[src/rtl/if_prefetch.sv]
// Instruction-fetch front end: issues sequential fetches, buffers {pc, ir} in a
// small FIFO, and discards in-flight responses after a branch/jal/jalr redirect.
module if_prefetch #(
  parameter int              PC_W     = 32,
  parameter logic [PC_W-1:0] RESET_PC = '0,
  parameter int              FQ_DEPTH = 4
) (
  input  logic                        clk,
  input  logic                        rst,
  output logic                        imem_req_valid,
  input  logic                        imem_req_ready,
  output logic [PC_W-1:0]             imem_addr,
  input  logic                        imem_resp_valid,
  input  logic [31:0]                 imem_resp_data,
  input  logic                        br_jal_success,
  input  logic [PC_W-1:0]             br_jal_pc,
  input  logic                        alu_to_pc,
  input  logic [PC_W-1:0]             alu_out,
  output logic                        out_valid,
  input  logic                        out_ready,
  output logic [31:0]                 ir,
  output logic [PC_W-1:0]             pc,
  output logic [PC_W-1:0]             ra,
  output logic [PC_W-1:0]             npc,
  output logic [$clog2(FQ_DEPTH)+1-1:0] fq_count
);
  localparam int CW = $clog2(FQ_DEPTH) + 1;
  localparam int AW = $clog2(FQ_DEPTH);

  typedef struct packed {
    logic [PC_W-1:0] pc;
    logic [31:0]     ir;
  } fq_entry_t;

  fq_entry_t       fq_mem [FQ_DEPTH];
  logic [PC_W-1:0] fetch_pc_q, fetch_pc_d;
  logic [PC_W-1:0] resp_pc_q, resp_pc_d;
  logic [CW-1:0]   count_q, count_d;
  logic [CW-1:0]   inflight_q, inflight_d;
  logic [CW-1:0]   drop_q, drop_d;
  logic [AW-1:0]   rd_ptr_q, rd_ptr_d;
  logic [AW-1:0]   wr_ptr_q, wr_ptr_d;

  logic            redirect;
  logic [PC_W-1:0] target;
  logic [CW:0]     credit_used;
  logic            req_fire;
  logic            push;
  logic            pop;
  fq_entry_t       head;

  assign redirect = br_jal_success | alu_to_pc;
  assign target   = br_jal_success ? br_jal_pc : {alu_out[PC_W-1:1], 1'b0};

  // Buffered entries plus responses still owed to the queue bound new requests.
  assign credit_used    = {1'b0, count_q} + {1'b0, inflight_q} - {1'b0, drop_q};
  assign imem_req_valid = !rst && !redirect && (credit_used < (CW+1)'(FQ_DEPTH));
  assign imem_addr      = fetch_pc_q;
  assign req_fire       = imem_req_valid & imem_req_ready;

  assign out_valid = (count_q != '0);
  assign pop       = out_valid & out_ready & !redirect;
  assign push      = imem_resp_valid & (drop_q == '0) & !redirect;

  assign head     = fq_mem[rd_ptr_q];
  assign pc       = out_valid ? head.pc : '0;
  assign ir       = out_valid ? head.ir : '0;
  assign ra       = pc + PC_W'(4);
  assign npc      = fetch_pc_d;
  assign fq_count = count_q;

  always_comb begin
    // NOTE: every _d gets a default first so no path leaves it unassigned (no latches).
    fetch_pc_d = fetch_pc_q;
    resp_pc_d  = resp_pc_q;
    count_d    = count_q;
    inflight_d = inflight_q;
    drop_d     = drop_q;
    rd_ptr_d   = rd_ptr_q;
    wr_ptr_d   = wr_ptr_q;
    if (redirect) begin
      fetch_pc_d = target;
      resp_pc_d  = target;
      count_d    = '0;
      rd_ptr_d   = '0;
      wr_ptr_d   = '0;
      inflight_d = inflight_q - CW'(imem_resp_valid);
      drop_d     = inflight_q - CW'(imem_resp_valid);
    end else begin
      if (req_fire) fetch_pc_d = fetch_pc_q + PC_W'(4);
      inflight_d = inflight_q + CW'(req_fire) - CW'(imem_resp_valid);
      if (imem_resp_valid && drop_q != '0) drop_d = drop_q - CW'(1);
      if (push) begin
        resp_pc_d = resp_pc_q + PC_W'(4);
        wr_ptr_d  = wr_ptr_q + AW'(1);
      end
      if (pop) rd_ptr_d = rd_ptr_q + AW'(1);
      count_d = count_q + CW'(push) - CW'(pop);
    end
  end

  // NOTE: sequential state uses non-blocking assignments only.
  always_ff @(posedge clk or posedge rst) begin
    if (rst) begin
      fetch_pc_q <= RESET_PC;
      resp_pc_q  <= RESET_PC;
      count_q    <= '0;
      inflight_q <= '0;
      drop_q     <= '0;
      rd_ptr_q   <= '0;
      wr_ptr_q   <= '0;
    end else begin
      fetch_pc_q <= fetch_pc_d;
      resp_pc_q  <= resp_pc_d;
      count_q    <= count_d;
      inflight_q <= inflight_d;
      drop_q     <= drop_d;
      rd_ptr_q   <= rd_ptr_d;
      wr_ptr_q   <= wr_ptr_d;
    end
  end

  // NOTE: queue storage has no reset; count_q alone decides which entries are live.
  always_ff @(posedge clk) begin
    if (push) fq_mem[wr_ptr_q] <= '{pc: resp_pc_q, ir: imem_resp_data};
  end
endmodule

[config.mk]
export PLATFORM = sky130hd
export DESIGN_NAME = if_prefetch
export DESIGN_NICKNAME = d
export VERILOG_FILES = /design/src/rtl/if_prefetch.sv
export SDC_FILE = /design/constraint.sdc
export NUM_CORES = 1
export LEC_CHECK = 0
export CORE_ASPECT_RATIO = 0.8
export CORE_UTILIZATION = 45
export DETAILED_ROUTE_END_ITERATION = 8
export GPL_TIMING_DRIVEN = 0
export MAX_ROUTING_LAYER = met4
export PLACE_DENSITY = 0.71
export SYNTH_ARGS = -nofsm -noshare
export SYNTH_HDL_FRONTEND = slang
export SYNTH_SLANG_ARGS = --single-unit
[constraint.sdc]
create_clock -name clk -period 7.1 [get_ports clk]
set_input_delay 1.42 -clock clk [delete_from_list [all_inputs] [get_ports clk]]
set_output_delay 1.42 -clock clk [all_outputs]
set_load 0.01 [all_outputs]
# [Yosys cells after proc, flatten, opt, wreduce, memory -nomap -nowiden]
# Memories as Yosys holds them, arrays and structs flattened.
# Cells that the tools add are included.
[totals] inputBits=103 regBits=77 ram_bits=256 word_cells=56 output_inout_bits=165 memories=1
[memory_table] name="fq_mem" words=4 width=64 read_ports=1 rd_clocked_by_memory_dff=0 write_ports=1 line="35" source="fq_entry_t fq_mem [FQ_DEPTH];"
[classes] n_reduce_logical=11 n_addsub=13 mux=17 n_lt_le_gt_ge=1 bitwise_logic=6
[op_table] cell="$mux W32" n=7
[op_table] cell="$add A32 B3 Y32 const B" n=3
[op_table] cell="$mux W3" n=4
[op_table] cell="$sub A3 B1 Y3" n=3
[op_table] cell="$mux W2" n=4
[op_table] cell="$add A3 B1 Y3" n=2
[op_table] cell="$reduce_bool A2 Y1" n=3
[op_table] cell="$reduce_bool A3 Y1" n=2
[op_table] cell="$and A1 B1 Y1" n=5
[op_table] cell="$add A2 B1 Y2 const B" n=2
[op_table] cell="$add A3 B3 Y4" n=1
[op_table] cell="$lt A4 B3 Y1 const B" n=1
[op_table] cell="$sub A4 B3 Y4" n=1
[op_table] cell="$logic_and A1 B1 Y1" n=3
[op_table] cell="$logic_not A3 Y1" n=1
[op_table] cell="$sub A3 B1 Y3 const B" n=1
[op_table] cell="$logic_not A1 Y1" n=2
[op_table] cell="$mux W1" n=2
[op_table] cell="$or A1 B1 Y1" n=1

# [Longest topological paths before layout]
# Gate-level depths: netlist of run 1.
[logic_depth] depth_word=8 depth_mapped=16 mapped_depth_nobuf=15

# [Least setup slack after synthesis of run 1]
# No wires, ideal clock.
[synth_path] path_type="in2out" start="input port br_jal_success" end="output port npc[16]" t_required_ps=5680 cell_stages=9 slack_ps=2480 t_arrival_ps=3200 n_path_buf=3 cell_sequence="clkbuf_1 -> or2_2 -> clkbuf_1 -> nor2_1 -> o211ai_1 -> buf_2 -> nor4_2 -> xnor2_1 -> o21ai_0"
[synth_between] elab_chain_cells=7 word_cells_on_any_way=8 cone_classes="3 x mux; 2 x bitwise; 3 x reduce/logical"
[synth_lines] element="start, declared" line="15" source="input logic br_jal_success,"
[synth_lines] element="$or A1 B1 Y1" line="52" source="assign redirect = br_jal_success | alu_to_pc;"
[synth_lines] element="$logic_not A1 Y1" line="57" source="assign imem_req_valid = !rst && !redirect && (credit_used < (CW+1)'(FQ_DEPTH));"
[synth_lines] element="$logic_and A1 B1 Y1 (2 in series)" line="57"
[synth_lines] element="$and A1 B1 Y1" line="59" source="assign req_fire = imem_req_valid & imem_req_ready;"
[synth_lines] element="$mux W32" line="90" source="if (req_fire) fetch_pc_d = fetch_pc_q + PC_W'(4);"
[synth_lines] element="$mux W32 (*)" line="81" source="if (redirect) begin"
[synth_lines] element="end, declared" line="24" source="output logic [PC_W-1:0] npc,"
# Mark *: on every way between the ends. The rest lies on a longest branch, timed or not.

# [Final worst setup path of run 1]
[layout_path] start="input port alu_to_pc" end="output port npc[7]"
[layout_between] elab_chain_cells=7
[layout_lines] element="start, declared" line="17" source="input logic alu_to_pc,"
[layout_lines] element="$or A1 B1 Y1 (*)" line="52"
[layout_lines] element="$logic_not A1 Y1" line="57"
[layout_lines] element="$logic_and A1 B1 Y1 (2 in series)" line="57"
[layout_lines] element="$and A1 B1 Y1" line="59"
[layout_lines] element="$mux W32" line="90"
[layout_lines] element="$mux W32 (*)" line="81"
# Marks and branches as above.

==> results.cfg, run 1 <==
[run_status]
status = complete, no violations

[synth]
synth_cells = 1049
synth-compound-area-share = 0.0596
synth_adder_area_share = 0.0201
ys_seq_elements = 333
ys_async_sr_fraction = 0.231
synth.area.mux_share = 0.101
synth_xor_area_frac = 0.0438
synth_ff_type = edfxtp_1
ys_seq_area_frac = 0.633
synth_cell_types = 64
yosysWarnings = 0
synth-edff-count = 256
synthSimpleGateAreaFrac = 0.115
synth_top_family_by_area = simple AND/OR/NAND/NOR gates
avgSynthCellArea_sq_um = 14.5
synth_area_sq_um = 15200
synth_nets = 1174

[placed_design]
place_congestion = 0.912
place_ws_ns = 0.887
io_buffers = 265
hpwlAfterDp_um = 29100
dp_cells = 1746

[clocking]
ctsResizeCount = 0
holdBufCountCts = 0
cts_root_buffer = clkbuf_16
clock_latency_ns = 0.52
post-cts-setup-buffer-count = 0
clockBufferDepth = 3
cts.sinks = 333
path_clk_slew_ns = 0.06
cts_buffers = 35
cts_tree = done
htreeDepth = 2

[pwr]
finalPower_w = 0.00466
peakVddDrop_uv = 186
p_leak_nw = 6.85
power-per-cell-area_nw_per_um2 = 237

[die]
die_w_um = 207
rows = 59
initial_core_util = 0.462
design.core.area_sq_um = 32900
io_pins = 268
dieArea_sq_um = 34500
die_h_um = 166

[timing]
skew_ns = 0.0168
drv_slew = 0
period_minus_slack_ns = 6.30
max_freq_ghz = 0.159
tns_ns = 0
setup_viol = 0
max_slew.worst_pin.slew_ns = 0.950
maxSlewHeadroom = 0.362
fin_ws_ns = 0.798
grt_setup_unrepaired = false
finalCritPeriodShare = 0.888
hold_viol = 0

[routing]
vias_per_cell = 5.64
final_antenna_net_count = 0
dr.first_iter.drc_count = 799
dr.pass1.iters = 5
wl_per_cell_um = 22.2
vias = 10200
drt-total-wl_um = 40200
route.detailed.drc = 0

[setup_path]
cpMaxStageDelayCell = clkdlybuf4s50_1
crit_fanout = 9
regToRegEndpoint = inflight_q[2]
r2r_slack_ns = 3.01
regToRegStartpoint = fq_count[1]
worstSetupPathType = in -> out
critPathTopFamily = buffers and inverters
rr_worst_depth = 16
cp.arrival_ns = 4.88
crit_buf_inv = 3
worst_setup_path_end_kind = output port
critical_path.max_stage_delay_ns = 0.68
cp-start-kind = input port
required_ns = 5.68
cp_cell_sequence = clkdlybuf4s50_1 -> or2_2 -> clkbuf_1 -> nor2_1 -> o2111ai_2 -> nor2_1 -> xnor2_1 -> o21ai_0 -> clkdlybuf4s50_1

[final_layout]
fillers = 2539
seqCellArea_sq_um = 9610
post-route-util = 0.599
nets = 1481
stdcell_count = 1810
multi_input_area_sq_um = 5170
mostFrequentLayoutCell = clkdlybuf4s50_1
final_cell_mix = clkdlybuf4s50_1 (265), edfxtp_1 (256), nand2_1 (78)
drive_gt1_frac = 0.103
areaGrowthSynthToFinish_pct = 29.6

[worst_hold_path]
hp-class = reg -> reg
hp-start = resp_pc_q[0]
holdPathEnd = fq_mem[1][32]
hold_depth = 0

[global_routing]
grt_pass1_wl_um = 60800
antenna_found_initial = 1
grtUsageTotal = 0.240
grt_max_degree = 57
overflow = 0
first_global_vias = 10200

[flow_run]
cap_violations = 0
[routing by layer]
metal  up-vias  wire [um]  global-route usage  part of all wire
met2       524      18200               0.364              0.45
met4         0        901              0.0685             0.022
met5         -          0                   -                 0
met1      5001      17700               0.331              0.44
met3        54       3360              0.0443             0.084
li1       4622          -                   -                 -
[synth_stat cells (19+ instances only)]
cell	number	area, sq um
nand3_1	32	160
o21ai_0	44	220
dfrtp_1	77	1930
inv_1	35	131
nor3_1	20	100
edfxtp_1	256	7690
and3_1	19	119
clkbuf_1	28	105
nor2_1	41	154
xor2_1	25	219
mux4_1	20	526
mux4_2	44	991
and2_1	59	369
a22oi_1	20	150
xnor2_1	51	447
a21oi_1	58	290
nand2_1	78	293
[power by group]
group	leakage, nW	switching [W]	internal (W)
Clock	0.563	0.000734	0.00109
Combinational	3.03	0.000298	0.000259
Sequential	3.26	0.0000945	0.00218
Total	6.85	0.00113	0.00354
[layout make-up]
cell class              instances  area share
diodes                          1    0.000127
plain buffers                  47      0.0146
clock buffers                  46      0.0482
clock inverters                17      0.0103
inverters                      35     0.00680
multi-input cells             634       0.263
flip-flops and latches        333       0.488
well taps                     427      0.0271
repair buffers                270       0.142
[how the worst max path moves through the flow]
stage	from	endpoint	slack (ns)	cells past startpoint
floorplan	br_jal_success	npc[16]	2.48	9
global placement	imem_resp_valid	fq_mem[1][10]	0.81	5
detailed placement	alu_to_pc	npc[7]	0.89	9
CTS	alu_to_pc	npc[7]	0.86	9
global route	alu_to_pc	npc[9]	0.73	9
finish	alu_to_pc	npc[7]	0.80	9
[logic make-up (layout without fill, tap and decap cells)]
kind of cell,Yosys count,after routing
XOR/XNOR,76,76
buffers and inverters,82,415
flip-flops,333,333
multiplexers,65,65
adder cells (fa/ha/maj),22,22
AO/OA/AOI/OAI,153,153
other,0,1
AND/OR/NAND/NOR,318,318
[per-stage QoR]
step | cell area (sq um) | hold WS, ns
after floorplan | 15200 | 0.477
after global placement | 18400 | 0.505
after detailed placement | 18500 | 0.518
after CTS | 19700 | 0.539
after global routing | 19700 | 0.557
final | 19700 | 0.528
[sequential cells by signal, indices dropped and copies added (netlist names)]
register / flops
drop_q: 3
fq_mem: 256
rd_ptr_q: 2
wr_ptr_q: 2
inflight_q: 3
imem_addr: 32
fq_count: 3
resp_pc_q: 32
[worst reg2reg max path, stage by stage (launching register included)]
cell      delay, ns
dfrtp_1        0.42
inv_1          0.12
fa_1           0.55
inv_1          0.05
ha_1           0.27
and3b_1        0.19
nor4_2         0.55
o211ai_1       0.25
buf_2          0.26
ha_1           0.30
inv_1          0.04
ha_1           0.18
fa_1           0.37
xor2_1         0.15
nor2_1         0.09
a21oi_1        0.06
xnor2_1        0.14
Note: power is estimated with default switching activity, not from simulation.
==> inputs of run 2 (changes only) <==
--- a/config.mk
+++ b/config.mk
@@ -5,8 +5,10 @@
 export SDC_FILE = /design/constraint.sdc
 export NUM_CORES = 1
 export LEC_CHECK = 0
+export CAP_MARGIN = 10
 export CORE_ASPECT_RATIO = 0.8
 export CORE_UTILIZATION = 45
+export CTS_CLUSTER_DIAMETER = 200
 export DETAILED_ROUTE_END_ITERATION = 8
 export GPL_TIMING_DRIVEN = 0
 export MAX_ROUTING_LAYER = met4
==> results of run 2 <==
Final layout, timing and power as in run 1 (identical DEF).
==> inputs of run 3 (changes only) <==
--- a/config.mk
+++ b/config.mk
@@ -7,12 +7,14 @@
 export LEC_CHECK = 0
 export CAP_MARGIN = 10
 export CORE_ASPECT_RATIO = 0.8
+export CORE_MARGIN = 2
 export CORE_UTILIZATION = 45
 export CTS_CLUSTER_DIAMETER = 200
 export DETAILED_ROUTE_END_ITERATION = 8
 export GPL_TIMING_DRIVEN = 0
 export MAX_ROUTING_LAYER = met4
 export PLACE_DENSITY = 0.71
+export REMOVE_ABC_BUFFERS = 1
 export SYNTH_ARGS = -nofsm -noshare
 export SYNTH_HDL_FRONTEND = slang
 export SYNTH_SLANG_ARGS = --single-unit
==> run 3 against run 2 <==
- largest power group unchanged
- die area is 2.2% higher
- register-to-register slack got worse by 0.29 ns
- power is 1.6% lower
- highest routed layer unchanged
- sequential power barely moved
- sequential cell count unchanged
- critical endpoint is now npc[16]
- critical path depth fell by 1
==> results.cfg, run 3 (synthesis results as in run 1) <==
[setup_path]
cp.arrival_ns = 5.38
critical_path.max_stage_delay_ns = 0.78
cpMaxStageDelayCell = or2_2
crit_fanout = 43
regToRegStartpoint = fq_count[1]
regToRegEndpoint = inflight_q[2]
r2r_slack_ns = 2.72
worstSetupPathType = in -> out
rr_worst_depth = 15
crit_start = alu_to_pc
cp-start-kind = input port
required_ns = 5.68
crit_path_frequent_cell = clkdlybuf4s50_1
worst_setup_path_end_kind = output port
cp_cell_sequence = clkdlybuf4s50_1 -> or2_2 -> nor2_1 -> o211ai_1 -> nor4_2 -> xnor2_1 -> o21ai_0 -> clkdlybuf4s50_1

[timing]
skew_ns = 0.0168
setup_viol = 0
finalCritPeriodShare = 0.958
hold_viol = 0
maxSlewHeadroom = 0.260
period_minus_slack_ns = 6.80
drv_slew = 0
grt_setup_unrepaired = false
max_slew.worst_pin.slew_ns = 1.10
max_freq_ghz = 0.147

[final_layout]
largest-register = fq_mem
largest_reg_flops = 256
nets = 1440
final_cell_mix = clkdlybuf4s50_1 (265), edfxtp_1 (256), nand2_1 (78)
mostFrequentLayoutCell = clkdlybuf4s50_1
fillers = 2624
areaGrowthSynthToFinish_pct = 28.3
num_antenna_cells = 0
drive_gt1_frac = 0.0972
final_cell_area_sq_um = 19500
post-route-util = 0.583

[clocking]
cts_tree = done
path_clk_slew_ns = 0.06
cts.sinks = 333
cts_buffers = 35
htreeDepth = 2
holdBufCountCts = 0
clock_latency_ns = 0.52
cts_root_buffer = clkbuf_16
clockBufferDepth = 3

[global_routing]
grtUsageTotal = 0.223
first_global_vias = 10100
grt_pass1_wl_um = 58400
overflow = 0
grt_max_degree = 56
antenna_found_initial = 0

[worst_hold_path]
hold_depth = 0
hp-class = reg -> reg
holdPathEnd = fq_mem[0][32]
hp-start = resp_pc_q[0]

[die]
initial_core_util = 0.455
io_pins = 268
dieArea_sq_um = 35200
die_w_um = 209
rows = 60
design.core.area_sq_um = 33400
die_h_um = 168

[placed_design]
placed_area_sq_um = 18400
hpwlAfterDp_um = 26100
io_buffers = 266
place_congestion = 0.916

[pwr]
p_leak_nw = 6.72
peakVddDrop_uv = 142
power-per-cell-area_nw_per_um2 = 235

[routing]
wl_per_cell_um = 21.5
dr.pass1.iters = 5
vias_per_cell = 5.68
drt-total-wl_um = 38100
dr.first_iter.drc_count = 662
final_antenna_net_count = 0
route.detailed.drc = 0
vias = 10100

[run_status]
status = complete, no violations

[flow_run]
cap_violations = 0
## run 3: worst max-delay path by stage
stage                         endpoint  slack (ns)  cells past startpoint
final                          npc[16]        0.30                      8
after global routing           npc[16]        0.01                      8
after CTS                      npc[16]        0.11                      8
after detailed placement       npc[16]       -0.30                      8
after global placement    fq_mem[0][2]       -1.07                      3
after floorplan                 ra[30]        1.32                      8
## run 3: power by group
group | internal, W | switching (W)
Clock | 0.00105 | 0.000730
Sequential | 0.00218 | 0.0000915
Combinational | 0.000257 | 0.000279
Total | 0.00349 | 0.00110
## run 3: area by class of cell
cell class,count,area (sq um),area share
sequential,333,9620,0.494
multi-input combinational,634,5180,0.266
timing repair buffer,276,2910,0.149
clock buffer,45,945,0.0485
tap,434,543,0.0279
clock inverter,14,154,0.00790
inverter,35,134,0.00687
## run 3: worst max-delay path: cells and delay by family
family                    cells  cell delay (ns)
and+or+nand+nor               3             1.57
xor gates and xnor gates      1             0.09
AOI/OAI and AO/OA             2             0.91
buffers and inverters         2             1.38
## run 3: timing repair
action | in CTS | in global routing
endpoints found under the setup margin | 3 | 0
gates resized for setup | 1 | 0
buffers inserted | 0 | 0
endpoints found under the hold margin | 0 | 0
## run 3: through the flow
stage               hold slack [ns]  std cells  setup WS (ns)  TNS, ns  power (W)
floorplan                     0.477       1002           1.32        0    0.00257
global placement              0.508       1702          -1.07  -269.40    0.00283
detailed placement            0.515       1710         -0.302   -0.380    0.00285
CTS                           0.531       1769          0.106        0    0.00463
global route                  0.564       1771         0.0140        0    0.00477
finish                        0.529       1771          0.295        0    0.00459
## run 3: routing by layer
metal / part of all wire / track usage / vias to the layer above / wire length (um)
met5: 0 / - / - / 0
met4: 0.019 / 0.0559 / 0 / 723
met3: 0.080 / 0.0481 / 52 / 3070
met2: 0.46 / 0.341 / 418 / 17300
met1: 0.45 / 0.305 / 5041 / 17000
li1: - / - / 4540 / -
